==> config.mk <==
export PLATFORM = sky130hd
export DESIGN_NAME = rr_grant_sequencer
export DESIGN_NICKNAME = d
export VERILOG_FILES = /design/src/rtl/rr_grant_sequencer_pkg.sv /design/src/rtl/rr_grant_sequencer_pick8.sv /design/src/rtl/rr_grant_sequencer.sv
export SDC_FILE = /design/constraint.sdc
export NUM_CORES = 1
export LEC_CHECK = 0
export BUFFER_PORTS_ARGS = -buffer_cell sky130_fd_sc_hd__clkbuf_2
export CAP_MARGIN = 10
export CORE_ASPECT_RATIO = 1.2
export CORE_MARGIN = 3
export CORE_UTILIZATION = 33
export DETAILED_ROUTE_END_ITERATION = 8
export PLACE_DENSITY = 0.47
export SYNTH_ARGS = -nofsm -noshare
export SYNTH_HDL_FRONTEND = slang
export SYNTH_SLANG_ARGS = --single-unit
==> constraint.sdc <==
create_clock -name clk -period 4.3 [get_ports clk]
set_input_delay 0.86 -clock clk [delete_from_list [all_inputs] [get_ports clk]]
set_output_delay 0.86 -clock clk [all_outputs]
set_load 0.01 [all_outputs]
==> src/rtl/rr_grant_sequencer_pkg.sv <==
// Shared definitions for the round-robin grant sequencer.
//   NREQ     : number of requesters
//   IDX_W    : width of a requester index
//   ST_IDLE  : FSM state, no grant outstanding
//   ST_GRANT : FSM state, a grant is held by gnt_idx
package rr_grant_sequencer_pkg;

    localparam int NREQ  = 8;
    localparam int IDX_W = 3;

    localparam logic [0:0] ST_IDLE  = 1'b0;
    localparam logic [0:0] ST_GRANT = 1'b1;

endpackage

==> src/rtl/rr_grant_sequencer_pick8.sv <==
// Combinational round-robin pick for eight requesters.
//   req : input  request vector
//   ptr : input  highest-priority index
//   idx : output first requester at or after ptr (mod NREQ)
//   any : output at least one request is set
module rr_pick8
    import rr_grant_sequencer_pkg::*;
(
    input  logic [NREQ-1:0]  req,
    input  logic [IDX_W-1:0] ptr,
    output logic [IDX_W-1:0] idx,
    output logic             any
);

    logic [NREQ-1:0]  rot;
    logic [IDX_W-1:0] off;

    // Rotate right by ptr so that bit 0 of rot is the highest-priority client;
    // the 3-bit index sum wraps naturally modulo 8.
    always_comb begin
        rot = '0;
        for (int i = 0; i < NREQ; i++) begin
            rot[i] = req[IDX_W'(i) + ptr];
        end
    end

    // Lowest set bit of the rotated vector wins.
    always_comb begin
        off = '0;
        for (int i = NREQ - 1; i >= 0; i--) begin
            if (rot[i]) begin
                off = IDX_W'(i);
            end
        end
    end

    assign any = |req;
    assign idx = off + ptr;

endmodule

==> src/rtl/rr_grant_sequencer.sv <==
// Eight-requester round-robin arbiter with registered grant index/valid and
// an optional hold timeout.
//   clk       : input  clock, rising edge
//   rst_n     : input  synchronous active-low reset
//   req       : input  request vector, bit i = client i
//   done      : input  owner releases the grant
//   gnt_idx   : output registered granted index (held while gnt_valid=0)
//   gnt_valid : output gnt_idx is a live grant
//   timeout   : output one-cycle pulse on a MAX_HOLD forced release
module rr_grant_sequencer
    import rr_grant_sequencer_pkg::*;
#(
    parameter int MAX_HOLD = 0,
    parameter int CNT_W    = 8
) (
    input  logic             clk,
    input  logic             rst_n,
    input  logic [NREQ-1:0]  req,
    input  logic             done,
    output logic [IDX_W-1:0] gnt_idx,
    output logic             gnt_valid,
    output logic             timeout
);

    localparam bit              HOLD_EN   = (MAX_HOLD != 0);
    localparam logic [CNT_W-1:0] HOLD_LAST = HOLD_EN ? CNT_W'(MAX_HOLD - 1) : '0;
    localparam logic [CNT_W-1:0] CNT_MAX   = '1;

    logic [0:0]       state;
    logic [IDX_W-1:0] ptr;
    logic [CNT_W-1:0] cnt;
    logic [IDX_W-1:0] pick_idx;
    logic             pick_any;
    logic             own;
    logic             hold_hit;
    logic             rel;

    rr_pick8 u_pick (
        .req (req),
        .ptr (ptr),
        .idx (pick_idx),
        .any (pick_any)
    );

    // cnt counts grant cycles already completed, so reaching MAX_HOLD-1
    // means the current cycle is the last one allowed.
    assign own      = req[gnt_idx];
    assign hold_hit = HOLD_EN && (cnt == HOLD_LAST);
    assign rel      = done || !own || hold_hit;

    always_ff @(posedge clk) begin
        if (!rst_n) begin
            state     <= ST_IDLE;
            ptr       <= '0;
            gnt_idx   <= '0;
            gnt_valid <= 1'b0;
            timeout   <= 1'b0;
            cnt       <= '0;
        end else begin
            timeout <= 1'b0;
            case (state)
                ST_IDLE: begin
                    if (pick_any) begin
                        gnt_idx   <= pick_idx;
                        gnt_valid <= 1'b1;
                        cnt       <= '0;
                        state     <= ST_GRANT;
                    end
                end
                ST_GRANT: begin
                    if (rel) begin
                        gnt_valid <= 1'b0;
                        ptr       <= gnt_idx + IDX_W'(1);
                        state     <= ST_IDLE;
                        // Only a pure hold expiry counts as a timeout; an
                        // owner that let go on the same cycle did not.
                        timeout   <= hold_hit && !done && own;
                    end else if (cnt != CNT_MAX) begin
                        cnt <= cnt + CNT_W'(1);
                    end
                end
                default: state <= ST_IDLE;
            endcase
        end
    end

endmodule

### Yosys cells after proc, flatten, opt, wreduce, memory -nomap -nowiden

Index checks and enable logic that the tools add are counted.
W data, S select, Z words.

| operators by class | value |
|---|---|
| add/sub/neg operators | 9 |
| multiply operators | 0 |
| div/mod/pow operators | 0 |
| order comparisons | 9 |
| eq/ne operators | 2 |
| shift-type cells | 0 |
| mux-type cells | 32 |
| bitwise gates (word level) | 1 |
| reductions and logical operators | 6 |

Operators with widths:

| kind | count |
|---|---|
| $lt A3 B4 Y1 const B | 9 |
| $bmux W1 S3 | 9 |
| $mux W3 | 8 |
| $mux W1 | 13 |
| $add A3 B3 Y3 const A | 4 |
| $reduce_or A8 Y1 | 1 |
| $add A2 B3 Y3 const A | 2 |
| $reduce_and A2 Y1 | 3 |
| $pmux W1 S2 | 2 |
| $add A1 B3 Y3 const A | 1 |
| $add A3 B1 Y3 const B | 1 |
| $add A3 B3 Y3 | 1 |
| $ne A2 B1 Y1 const B | 1 |
| $ne A2 B2 Y1 const B | 1 |
| $logic_not A1 Y1 | 1 |
| $logic_or A1 B1 Y1 | 1 |
| $not A1 Y1 | 1 |

| word-level totals | value |
|---|---|
| bits in registers | 8 |
| bits in latches | 0 |
| memory bits (writable) | 0 |
| ROM bits | 0 |
| input bits | 11 |
| output and inout bits | 5 |
| logic and storage cells | 63 |
| memories kept | 0 |

### Depth between registers and ports, before layout

| depth | value |
|---|---|
| word-level depth | 12 |
| depth in mapped cells | 16 |
| gate-level depth less buffers | 14 |

### Modules after synthesis

Synthesis repeated with hierarchy kept, for this count alone.

| unflattened totals | value |
|---|---|
| cells, all modules | 115 |
| area total of the unflattened synthesis | 1099.8 µm² |

By module, submodules not included:

| module | times used | cells each | area an instance (µm²) | seq. area each (µm²) |
|---|---|---|---|---|
| rr_pick8 | 1 | 66 | 623.1 | 0.0 |
| rr_grant_sequencer | 1 | 49 | 476.7 | 160.2 |

### Worst setup path after synthesis

No wires, ideal clock.

| path | value |
|---|---|
| kind | input-to-reg |
| start point | in req[7] |
| end point | reg gnt_idx[2] |
| library setup time | 0.074 ns |
| arrival | 3.106 ns |
| data required time | 4.226 ns |
| slack | 1.120 ns |
| stages on the path | 11 |
| buffers on the path | 0 |
| cell sequence | mux4_1 mux2i_2 o211ai_1 a31oi_1 o221a_1 ha_1 inv_1 fa_1 xnor2_1 or3_1 a31oi_1 |

| on the way | value |
|---|---|
| cells in the longest elaborated chain, start to end | 11 |
| elaborated cells on any way between the ends | 27 |
| those cells by class | add/sub (1); mux (24); reduce/logical (2) |

RTL lines:

| element | line | source |
|---|---|---|
| from (decl) | rr_grant_sequencer.sv:18 | `input logic [NREQ-1:0] req,` |
| $bmux W1 S3 | rr_grant_sequencer_pick8.sv:23 | `rot[i] = req[IDX_W'(i) + ptr];` |
| $mux W1 (not written as such) | rr_grant_sequencer_pick8.sv:23 |  |
| $mux W3 (8 in series) | rr_grant_sequencer_pick8.sv:31 | `if (rot[i]) begin` |
| $add A3 B3 Y3 | rr_grant_sequencer_pick8.sv:38 | `assign idx = off + ptr;` |
| to (signal assigned) | rr_grant_sequencer.sv:64 | `gnt_idx <= pick_idx;` |
| to (decl) | rr_grant_sequencer.sv:20 | `output logic [IDX_W-1:0] gnt_idx,` |

Several ways; a longest one is shown, not always the timed one. The select of a mux whose other input is x is not followed.
A chain may end at the register's enable or synchronous reset.

### Final worst setup path

| path | value |
|---|---|
| start point | reg ptr[1] |
| end point | reg gnt_idx[2] |

| on the way | value |
|---|---|
| cells in the longest elaborated chain, start to end | 12 |
| elaborated cells on any way between the ends | 32 |
| those cells by class | add/sub (8); mux (24) |

RTL lines:

| element | line | source |
|---|---|---|
| from (decl) | rr_grant_sequencer.sv:30 | `logic [IDX_W-1:0] ptr;` |
| from (signal assigned) | rr_grant_sequencer.sv:73 | `ptr <= gnt_idx + IDX_W'(1);` |
| $add A3 B3 Y3 | rr_grant_sequencer_pick8.sv:23 |  |
| $bmux W1 S3 | rr_grant_sequencer_pick8.sv:23 |  |
| $mux W1 (not written as such) | rr_grant_sequencer_pick8.sv:23 |  |
| $mux W3 (8 in series) | rr_grant_sequencer_pick8.sv:31 |  |
| $add A3 B3 Y3 (*) | rr_grant_sequencer_pick8.sv:38 |  |

Mark *: on every way between the ends. The rest lies on a longest branch, timed or not. The select of a mux whose other input is x is not followed.

==> metrics.txt <==
# TYPE chip_impl_metric gauge
chip_impl_info{name="startpoint_type",value="flop"} 1
chip_impl_metric{name="die_area",unit="mm^2"} 0.00378
chip_impl_metric{name="dp_worst_setup_slack",unit="ns"} 0.681
chip_impl_info{name="critical_path.endpoint",value="gnt_idx[2]$_SDFFE_PN0P_"} 1
chip_impl_metric{name="worst-path-max-fanout",unit=""} 8
chip_impl_metric{name="synth.ff_latch_count",unit=""} 8
chip_impl_metric{name="m1WireLength",unit="mm"} 1.12
chip_impl_metric{name="final.setup.worst_slack",unit="ns"} 0.715
chip_impl_metric{name="seq_area_frac_synth",unit="%"} 15.8
chip_impl_metric{name="die_w",unit="um"} 56.6
chip_impl_metric{name="place.detailed.hpwl",unit="mm"} 1.92
chip_impl_info{name="tritoncts",value="yes"} 1
chip_impl_info{name="reg2reg_from",value="ptr[1]$_SDFFE_PN0P_"} 1
chip_impl_info{name="grt_setup_unrepaired",value="false"} 1
chip_impl_metric{name="max_clock_freq",unit="MHz"} 279
chip_impl_metric{name="drt_iter0_drc",unit=""} 13
chip_impl_metric{name="mean_instance_size_in_the_synthesized_netlist",unit="um^2"} 10.4
chip_impl_metric{name="yosysWarnings",unit=""} 0
chip_impl_metric{name="rrSetupSlack",unit="ns"} 0.72
chip_impl_metric{name="postCtsHoldBufs",unit=""} 0
chip_impl_metric{name="grt.total_usage",unit="%"} 14.7
chip_impl_metric{name="ctsHtreeMaxLevel",unit=""} 1
chip_impl_metric{name="worst_slew_pin_slew",unit="ns"} 0.541
chip_impl_metric{name="syn_nets",unit=""} 114
chip_impl_metric{name="routed-wl-met3",unit="um"} 68
chip_impl_metric{name="grt_pass1_vias",unit=""} 843
chip_impl_metric{name="synth_top_area_share",unit="%"} 20.0
chip_impl_metric{name="finalSetupViolations",unit=""} 0
chip_impl_metric{name="hold_viol",unit=""} 0
chip_impl_metric{name="globalplace.congestion",unit=""} 0.758
chip_impl_info{name="timing.critical_path.from",value="ptr[1]$_SDFFE_PN0P_"} 1
chip_impl_metric{name="drt_drc_violations_left",unit=""} 0
chip_impl_metric{name="maxSlewViolCount",unit=""} 0
chip_impl_metric{name="wire_per_inst",unit="um"} 16.8
chip_impl_info{name="regToRegEndpoint",value="gnt_idx[2]$_SDFFE_PN0P_"} 1
chip_impl_metric{name="cts_setup_buffers",unit=""} 0
chip_impl_info{name="crit_path_end_kind",value="flop"} 1
chip_impl_metric{name="power_per_cell_area",unit="mW/mm^2"} 399
chip_impl_metric{name="cts.clk_slew.worst_paths",unit="ns"} 0.06
chip_impl_metric{name="antenna_left",unit=""} 0
chip_impl_metric{name="final.period_utilization",unit="%"} 83.4
chip_impl_info{name="cts_root_buffer",value="sky130_fd_sc_hd__clkbuf_4"} 1
chip_impl_metric{name="fin_nets",unit=""} 130
chip_impl_metric{name="wl",unit="mm"} 2.45
chip_impl_metric{name="arrival",unit="ns"} 3.77
chip_impl_metric{name="core_area",unit="mm^2"} 0.00286
chip_impl_metric{name="yosys.cell_types.count",unit=""} 39
chip_impl_metric{name="ir_drop",unit="V"} 0.000203
chip_impl_metric{name="detailed_route_wirelength_on_metal2",unit="mm"} 1.18
chip_impl_metric{name="timing.clock.skew",unit="ns"} 0.00881
chip_impl_metric{name="vias",unit=""} 834
chip_impl_metric{name="post-route-min-period",unit="ns"} 3.58
chip_impl_metric{name="areaGrowthSynthToFinish",unit="%"} 10.6
chip_impl_metric{name="grt-ovfl-total",unit=""} 0
chip_impl_info{name="synth_area_leader_cell",value="sky130_fd_sc_hd__mux4_2"} 1
chip_impl_metric{name="antenna_cells",unit=""} 0
chip_impl_metric{name="vias_per_cell",unit=""} 5.71
chip_impl_metric{name="power.static_leakage",unit="nW"} 0.444
chip_impl_info{name="crit_type",value="flop to flop"} 1
chip_impl_metric{name="maximum_number_of_pins_on_one_net_before_global_route_repair",unit=""} 14
chip_impl_metric{name="grt_antenna_before_repair",unit=""} 0
chip_impl_metric{name="synth_area",unit="mm^2"} 0.00101
chip_impl_info{name="worst_hold_path_type",value="flop to flop"} 1
chip_impl_metric{name="grt_pass1_wl",unit="mm"} 4.21
chip_impl_metric{name="timing.critical_path.required",unit="ns"} 4.48
chip_impl_metric{name="rows",unit=""} 21
chip_impl_metric{name="drt_pre_antenna_iters",unit=""} 4
chip_impl_metric{name="post_route_cells_drive_above_1_share",unit="%"} 27.7
chip_impl_metric{name="maxCapViolations",unit=""} 0
chip_impl_metric{name="clock_sink_count",unit=""} 8
chip_impl_metric{name="clock_tree.buffer_depth",unit=""} 2
chip_impl_info{name="dr.max_layer_used",value="met4"} 1
chip_impl_metric{name="r2r.worst_path.cells",unit=""} 14
chip_impl_metric{name="floorplan.initialDensity",unit="%"} 35.4
chip_impl_metric{name="numCtsBuffers",unit=""} 3
chip_impl_metric{name="clkLatencyLatePin",unit="ns"} 0.26
chip_impl_metric{name="post_cts_resized",unit=""} 0
chip_impl_metric{name="placement.io_buffers",unit=""} 14
chip_impl_metric{name="max-slew-margin-rel",unit="%"} 63.9
chip_impl_metric{name="finalSetupTns",unit="ns"} 0
chip_impl_metric{name="io_pins",unit=""} 16
chip_impl_info{name="synthTopCellsByArea",value="sky130_fd_sc_hd__mux4_2, sky130_fd_sc_hd__dfxtp_1, sky130_fd_sc_hd__mux2i_1, sky130_fd_sc_hd__mux4_1, sky130_fd_sc_hd__ha_1"} 1
chip_impl_metric{name="syn-instance-count",unit=""} 98
chip_impl_metric{name="fp.dieH",unit="um"} 66.7
chip_impl_info{name="status",value="completed"} 1
## report_power, final
| part | switching, mW | internal (mW) | total (mW) |
|---|---|---|---|
| combinational | 0.141 | 0.139 | 0.279 |
| clock | 0.0266 | 0.0320 | 0.0586 |
| sequential | 0.0214 | 0.0881 | 0.110 |
## how the worst min path moves through the flow
stage                            from                     end  slack (ns)  cells after the start
6_report       gnt_valid$_SDFFE_PN0P_  gnt_valid$_SDFFE_PN0P_        0.50                      2
5_1_grt              state$_SDFF_PN0_        state$_SDFF_PN0_        0.57                      2
4_1_cts        gnt_valid$_SDFFE_PN0P_  gnt_valid$_SDFFE_PN0P_        0.51                      2
3_5_place_dp   gnt_valid$_SDFFE_PN0P_  gnt_valid$_SDFFE_PN0P_        0.50                      2
3_3_place_gp   gnt_valid$_SDFFE_PN0P_  gnt_valid$_SDFFE_PN0P_        0.46                      2
2_1_floorplan        state$_SDFF_PN0_        state$_SDFF_PN0_        0.47                      2
## synthesized netlist by cell type (all sizes together)
cell    count
nand4b      1
dfxtp       8
a32oi       1
o211ai      1
nor3        1
nor3b       1
nor2        8
mux2        3
conb        1
nand4       1
nor2b       5
mux4       11
a32o        1
or3         1
xnor2       2
a21oi       1
and2        1
a31oi       2
mux2i      16
inv         4
o211a       1
o21ai       5
fa          1
buf         4
nand2       6
o221a       1
or4         2
ha          4
clkinv      1
a22oi       1
xor2        2
## placed cells by master, fill, tap and decap left out, types with 2 or more instances in the layout
master	Yosys	layout
sky130_fd_sc_hd__mux2i_1	15	15
sky130_fd_sc_hd__nor2b_1	5	5
sky130_fd_sc_hd__nand2_1	5	5
sky130_fd_sc_hd__xor2_1	2	2
sky130_fd_sc_hd__o21ai_1	3	3
sky130_fd_sc_hd__mux4_1	2	2
sky130_fd_sc_hd__nor2_1	8	8
sky130_fd_sc_hd__mux2_1	2	2
sky130_fd_sc_hd__clkbuf_2	0	14
sky130_fd_sc_hd__mux4_2	9	9
sky130_fd_sc_hd__clkbuf_4	0	3
sky130_fd_sc_hd__o21ai_0	2	2
sky130_fd_sc_hd__ha_1	4	4
sky130_fd_sc_hd__inv_1	3	3
sky130_fd_sc_hd__xnor2_1	2	2
sky130_fd_sc_hd__or4_1	2	2
sky130_fd_sc_hd__a31oi_1	2	2
sky130_fd_sc_hd__dfxtp_1	8	8
## through the flow
stage          util, %  hold WS, ns  std cells  power, mW  cell area [um^2]
3_5_place_dp      38.4        0.495        143      0.390              1100
6_report          39.2        0.500        146      0.447              1120
4_1_cts           39.2        0.506        146      0.451              1120
2_1_floorplan        -        0.466         98      0.330              1010
3_3_place_gp      38.4        0.458        143      0.389              1100
5_1_grt           39.2        0.573        146      0.488              1120
## worst max-delay path, stage by stage (launching register included)
cell and delay [ns]:
sky130_fd_sc_hd__dfxtp_1 0.48, sky130_fd_sc_hd__inv_1 0.17, sky130_fd_sc_hd__ha_1 0.55, sky130_fd_sc_hd__mux2i_1 0.17, sky130_fd_sc_hd__mux2_1 0.35, sky130_fd_sc_hd__nor2_1 0.10, sky130_fd_sc_hd__o21ai_1 0.08, sky130_fd_sc_hd__a31oi_1 0.20
sky130_fd_sc_hd__o221a_1 0.22, sky130_fd_sc_hd__ha_1 0.14, sky130_fd_sc_hd__inv_1 0.04, sky130_fd_sc_hd__fa_1 0.37, sky130_fd_sc_hd__xnor2_1 0.14, sky130_fd_sc_hd__or3_1 0.35, sky130_fd_sc_hd__a31oi_1 0.16
## per-layer routing
| layer | global-route usage [%] | vias to the layer above |
|---|---|---|
| li1 | - | 414 |
| met5 | 0 | - |
| met4 | 7.42 | 0 |
| met3 | 1.74 | 7 |
| met1 | 18.1 | 393 |
| met2 | 25.0 | 20 |
## cell families (layout without fill, tap and decap cells)
group                    Yosys count  count (layout)  share of synthesized area, %
flip-flops                         8               8                          15.8
XOR/XNOR                           4               4                          3.45
multiplexers                      30              30                          44.6
AO/OA/AOI/OAI                     14              14                          9.62
adder cells (fa/ha/maj)            5               5                          6.91
AND/OR/NAND/NOR                   27              27                          13.9
other                              1               1                         0.370
buffers and inverters              9              23                          5.30
## state kept, by name, indices dropped and copies added (netlist names)
register / count
gnt_idx: 3
ptr: 3
gnt_valid: 1
state: 1
## layout make-up
type | instances | area, um^2
inverters | 5 | 18.8
clock buffers | 3 | 22.5
well taps | 34 | 42.5
multi-input cells | 81 | 801
fillers | 290 | 1740
repair buffers | 15 | 77.6
flip-flops and latches | 8 | 160
No activity file was read; power rests on OpenSTA's default activity.
